### config.mk
export PLATFORM = sky130hd
export DESIGN_NAME = fetch_queue
export DESIGN_NICKNAME = d
export VERILOG_FILES = /design/src/rtl/fetch_queue.sv
export SDC_FILE = /design/constraint.sdc
export NUM_CORES = 1
export LEC_CHECK = 0
export ABC_CLOCK_PERIOD_IN_PS = 11400
export BUFFER_PORTS_ARGS = -buffer_cell sky130_fd_sc_hd__buf_4
export CAP_MARGIN = 20
export CORE_UTILIZATION = 50
export CTS_BUF_LIST = sky130_fd_sc_hd__clkbuf_8 sky130_fd_sc_hd__clkbuf_16
export DETAILED_ROUTE_END_ITERATION = 8
export PLACE_DENSITY = 0.71
export SLEW_MARGIN = 20
export SYNTH_ARGS = -nofsm -noshare
export SYNTH_HDL_FRONTEND = slang
export SYNTH_SLANG_ARGS = --single-unit
### constraint.sdc
create_clock -name clock_i -period 11.4 [get_ports clock_i]
set_input_delay 1.14 -clock clock_i [delete_from_list [all_inputs] [get_ports clock_i]]
set_output_delay 1.14 -clock clock_i [all_outputs]
set_load 0.01 [all_outputs]
### src/rtl/fetch_queue.sv
// fetch_queue: circular buffer of 64-bit fetch bundles sitting between the
// F2 instruction-memory stage and decode. Each entry carries two 32-bit
// instructions, the PC of the low one, and a half flag recording that slot0
// of the entry has already been taken by decode.
//
// Ports:
//   clock_i, reset_n_i        clock, synchronous active-low reset
//   push_valid_i/data_i/pc_i  incoming bundle from F2
//   push_ready_o              queue has a free entry (registered state only)
//   consume_i                 decode take: 00 none, 01 slot0, 11 both, 10 ignored
//   flush_i                   discard all entries (priority over push/consume)
//   inst{0,1}_valid_o, inst{0,1}_o, pc{0,1}_o   head instructions for decode
//   count_o                   number of occupied entries
module fetch_queue #(
    parameter int unsigned DEPTH = 4
) (
    input  logic                     clock_i,
    input  logic                     reset_n_i,
    input  logic                     push_valid_i,
    input  logic [63:0]              push_data_i,
    input  logic [31:0]              push_pc_i,
    output logic                     push_ready_o,
    input  logic [1:0]               consume_i,
    input  logic                     flush_i,
    output logic                     inst0_valid_o,
    output logic                     inst1_valid_o,
    output logic [31:0]              inst0_o,
    output logic [31:0]              inst1_o,
    output logic [31:0]              pc0_o,
    output logic [31:0]              pc1_o,
    output logic [$clog2(DEPTH):0]   count_o
);

    localparam int unsigned PW = $clog2(DEPTH);
    localparam int unsigned CW = PW + 1;

    logic [63:0]    data_q [DEPTH];
    logic [31:0]    pc_q   [DEPTH];
    logic [DEPTH-1:0] half_q;
    logic [PW-1:0]  head_q;
    logic [PW-1:0]  tail_q;
    logic [CW-1:0]  count_q;

    logic empty_c;
    logic head_half_c;
    logic do_push_c;
    logic do_pop_c;
    logic set_half_c;

    // Push/pop decisions from registered state and this cycle's requests.
    always_comb begin
        empty_c      = (count_q == CW'(0));
        head_half_c  = half_q[head_q];
        push_ready_o = (count_q < CW'(DEPTH));
        do_push_c    = reset_n_i && !flush_i && push_valid_i && push_ready_o;
        // A slot0 take is required; slot1 take only matters while slot1 is valid.
        do_pop_c     = reset_n_i && !flush_i && !empty_c && consume_i[0]
                       && (consume_i[1] || head_half_c);
        set_half_c   = reset_n_i && !flush_i && !empty_c && consume_i[0]
                       && !consume_i[1] && !head_half_c;
    end

    // Control state: pointers, occupancy and half flags.
    always_ff @(posedge clock_i) begin
        if (!reset_n_i) begin
            head_q  <= '0;
            tail_q  <= '0;
            count_q <= '0;
            half_q  <= '0;
        end else if (flush_i) begin
            head_q  <= tail_q;
            count_q <= '0;
            half_q  <= '0;
        end else begin
            // head and tail only coincide when empty or full, so the push and
            // pop half-flag writes never hit the same entry.
            if (do_push_c) begin
                tail_q         <= tail_q + PW'(1);
                half_q[tail_q] <= 1'b0;
            end
            if (do_pop_c) begin
                head_q         <= head_q + PW'(1);
                half_q[head_q] <= 1'b0;
            end
            if (set_half_c) begin
                half_q[head_q] <= 1'b1;
            end
            count_q <= count_q + CW'(do_push_c) - CW'(do_pop_c);
        end
    end

    // Bundle storage; contents are don't-care until written.
    always_ff @(posedge clock_i) begin
        if (do_push_c) begin
            data_q[tail_q] <= push_data_i;
            pc_q[tail_q]   <= push_pc_i;
        end
    end

    // Head presentation to decode.
    always_comb begin
        inst0_valid_o = 1'b0;
        inst1_valid_o = 1'b0;
        inst0_o       = '0;
        inst1_o       = '0;
        pc0_o         = '0;
        pc1_o         = '0;
        if (!empty_c) begin
            inst0_valid_o = 1'b1;
            if (!head_half_c) begin
                inst0_o       = data_q[head_q][31:0];
                pc0_o         = pc_q[head_q];
                inst1_valid_o = 1'b1;
                inst1_o       = data_q[head_q][63:32];
                pc1_o         = pc_q[head_q] + 32'd4;
            end else begin
                inst0_o       = data_q[head_q][63:32];
                pc0_o         = pc_q[head_q] + 32'd4;
            end
        end
    end

    assign count_o = count_q;

endmodule

==> impl_metrics.tcl <==
set metrics [dict create \
    cellPowerDensity_nw_per_um2 151 \
    cell_depth_of_the_worst_setup_path 8 \
    synth.ff_latch_count 397 \
    synth_edf_count 384 \
    layout.area.seq_um2 11800 \
    cts_resized 0 \
    maxCapViolations 0 \
    crit_path_frequent_cell "buf_4" \
    finalSetupViolCount 0 \
    gr-total-overflow 0 \
    design.die.area_um2 34500 \
    hold_path_class "flip-flop to flip-flop" \
    route.detailed.drc 0 \
    synth_cell_types 51 \
    grt_first_pass_wirelength_mm 57.5 \
    timing.clock.skew_ns 0.0122 \
    synthesis.nets 1110 \
    viasPerCell 5.79 \
    insertion_delay_ns 0.52 \
    cp_num_buf_inv 2 \
    hpwlAfterDp_mm 23.6 \
    clock_tree_from_tritoncts "yes" \
    run_status "finished, final reports clean" \
    grt_util_all_layers_pct 22.5 \
    initial_utilization_pct 51.3 \
    fp.dieH_um 186 \
    cts_post_setup_buffers_inserted 0 \
    synth_ff_type "edfxtp_1" \
    slack_of_the_worst_reg_to_reg_path_ns 8.31 \
    core_area_um2 32900 \
    worst_r2r_path_depth 10 \
    slew_headroom_pct 32.3 \
    antenna_violating_nets_post_route 0 \
    synth-warning-count 0 \
    fmax_mhz 175 \
    area.growth.synth_to_final_pct 20.5 \
    worst_slew_pin_slew_ns 1.01 \
    pins_over_slew_limit 0 \
    layout_min_cycle_time_ns 5.73 \
    floorplan.die.width_um 186 \
    mappedNetlistArea_um2 16900 \
    place.gp.congestion 0.864 \
    layout-drive-gt1-share_pct 32.5 \
    async_flop_share_pct 0 \
    report.final.hold_viol_count 0 \
    layout.core_utilization_pct 61.8 \
    std_cell_rows 66 \
    post_synth_inst_count 996 \
    num_vias 9880 \
    critical_path.startpoint_type "flip-flop" \
    finish.net_count 1344 \
    crit_slowest_cell "dfxtp_4" \
    clock_tree.root_cell "clkbuf_16" \
    critPathMaxFanout 50 \
    multi_input_area_um2 4760 \
    fin_crit_sh_pct 50.2 \
    antenna_found_initial 2 \
    per_cell_routed_wire_length_um 22.4 \
    required_time_worst_endpoint_ns 10.26 \
    io_pins 236 \
    grt_max_degree 62 \
    critPathCaptureType "output port" \
    drt_first_iter_violations 841 \
    cts_made_buffers 41 \
    cts-hold-fix-buffers 0 \
    power.leakage_nw 6.95 \
    setup_tns_ns 0 \
    wl_mm 38.2 \
    worst_ep_arrival_time_ns 4.59 \
    postSynthAreaPerCell_um2 16.9 \
    io_buffer_count 235 \
    criticalPathCategory "flip-flop to output port" \
    synth.yosys.seq_area_share_pct 69.9 \
    rsz0062_at_grt "no" \
    detailedRoute.firstPassIterationCount 6 \
    grt_pass1_vias 9889 \
    hold_path_depth 2 \
    clock_sinks 397 \
    max-clock-path-buffers 3 \
    worstPathCellList "buf_4, mux4_2, ha_1, and4_1, nand3_1, or4_1, a21oi_1, buf_4" \
    n_fill_cell 2463 \
    cts_htree_levels 2 \
    critical-path-max-stage-delay_ns 0.85 \
    timing.critical_path.max_delay_family "simple AND/OR/NAND/NOR gates" \
    reg_clk_slew_reported_paths_ns 0.06 \
    ir_drop_mv 0.153 \
]
[layer usage]
layer | wire, µm | up-vias | global-route usage (%) | share of wire, %
met1 | 16100 | 4989 | 30.6 | 42
li1 | - | 4428 | - | -
met4 | 664 | 0 | 5.80 | 1.7
met5 | 0 | - | 0 | 0
met3 | 3240 | 57 | 5.60 | 8.5
met2 | 18200 | 406 | 36.4 | 48
[cell type report]
cell class / instances / share of cell area [%]
flip-flops and latches: 397 / 58.0
multi-input cells: 530 / 23.4
repair buffers: 247 / 9.14
clock buffers: 42 / 5.17
well taps: 442 / 2.72
clock inverters: 32 / 1.24
inverters: 13 / 0.240
diodes: 2 / 0.0246
[sequential cells by signal (all words and copies together) (netlist names), named ones only]
register	count
head_q	2
count_o	3
half_q	4
tail_q	2
data_q	256
pc_q	128
[layout by cell type (no fill, tap or decap), drive strengths merged, types with 2 or more instances in the layout]
cell type | netlist | routed
and3 | 6 | 6
and4 | 4 | 4
nor3 | 10 | 10
clkbuf | 30 | 42
nor2 | 23 | 23
buf | 26 | 247
and2 | 49 | 49
nand3 | 22 | 22
mux2i | 8 | 8
ha | 11 | 11
edfxtp | 384 | 384
nand4 | 12 | 12
o31ai | 14 | 14
or3 | 19 | 19
diode | 0 | 2
inv | 13 | 24
nand2 | 101 | 101
nor4 | 9 | 9
nand3b | 4 | 4
mux4 | 97 | 97
bufinv | 0 | 4
or2 | 3 | 3
mux2 | 2 | 2
xnor2 | 15 | 15
a21o | 2 | 2
a21oi | 71 | 71
clkinv | 0 | 17
or4 | 16 | 16
o21ai | 15 | 15
xor2 | 6 | 6
nor2b | 2 | 2
dfxtp | 13 | 13
[kinds of logic after synthesis]
family	synth area share, %
and+or+nand+nor	8.84
muxes	13.7
adders and majority gates	0.935
DFF	69.9
xor gates and xnor gates	1.09
buffers and inverters	1.96
AOI/OAI and AO/OA	3.58
[cell usage after synthesis, types with 14 or more instances]
library cell | instances | area [µm²]
mux4_2 | 91 | 2050
edfxtp_1 | 384 | 11500
o31ai_1 | 14 | 105
xnor2_1 | 15 | 131
nand3_1 | 20 | 100
and2_1 | 49 | 307
o21ai_0 | 15 | 75.1
or4_1 | 15 | 113
clkbuf_1 | 30 | 113
nand2_1 | 101 | 379
or3_1 | 19 | 119
nor2_1 | 23 | 86.3
a21oi_1 | 71 | 355
[report_power, final]
group / switching, mW / internal (mW) / total, mW
Clock: 0.525 / 0.758 / 1.28
Sequential: 0.00455 / 1.62 / 1.62
Combinational: 0.0932 / 0.0787 / 0.172
[worst paths after layout]
check / end / startpoint
worst max-delay path: pc1_o[30] / flip-flop
worst min-delay path: half_q[2] / half_q[2]
worst max register to register: count_o[2] / head_q[0]
worst min register to register: half_q[2] / half_q[2]
[worst min-delay path, stage by stage, from the launching register on]
cell and delay (ns):
dfxtp_1 0.31, nand3b_1 0.08, a21oi_1 0.06
[stage by stage]
| step | hold slack, ns | area [µm²] | setup WS, ns | power (mW) | instances |
|---|---|---|---|---|---|
| floorplan | 0.463 | 16900 | 6.91 | 1.75 | 996 |
| global placement | 0.473 | 19000 | 6.15 | 1.82 | 1629 |
| detailed placement | 0.483 | 19000 | 6.14 | 1.82 | 1629 |
| CTS | 0.495 | 20300 | 5.59 | 3.10 | 1703 |
| global route | 0.514 | 20300 | 5.37 | 3.17 | 1703 |
| finish | 0.495 | 20300 | 5.67 | 3.08 | 1705 |
Power figures use the tool's default switching activity.
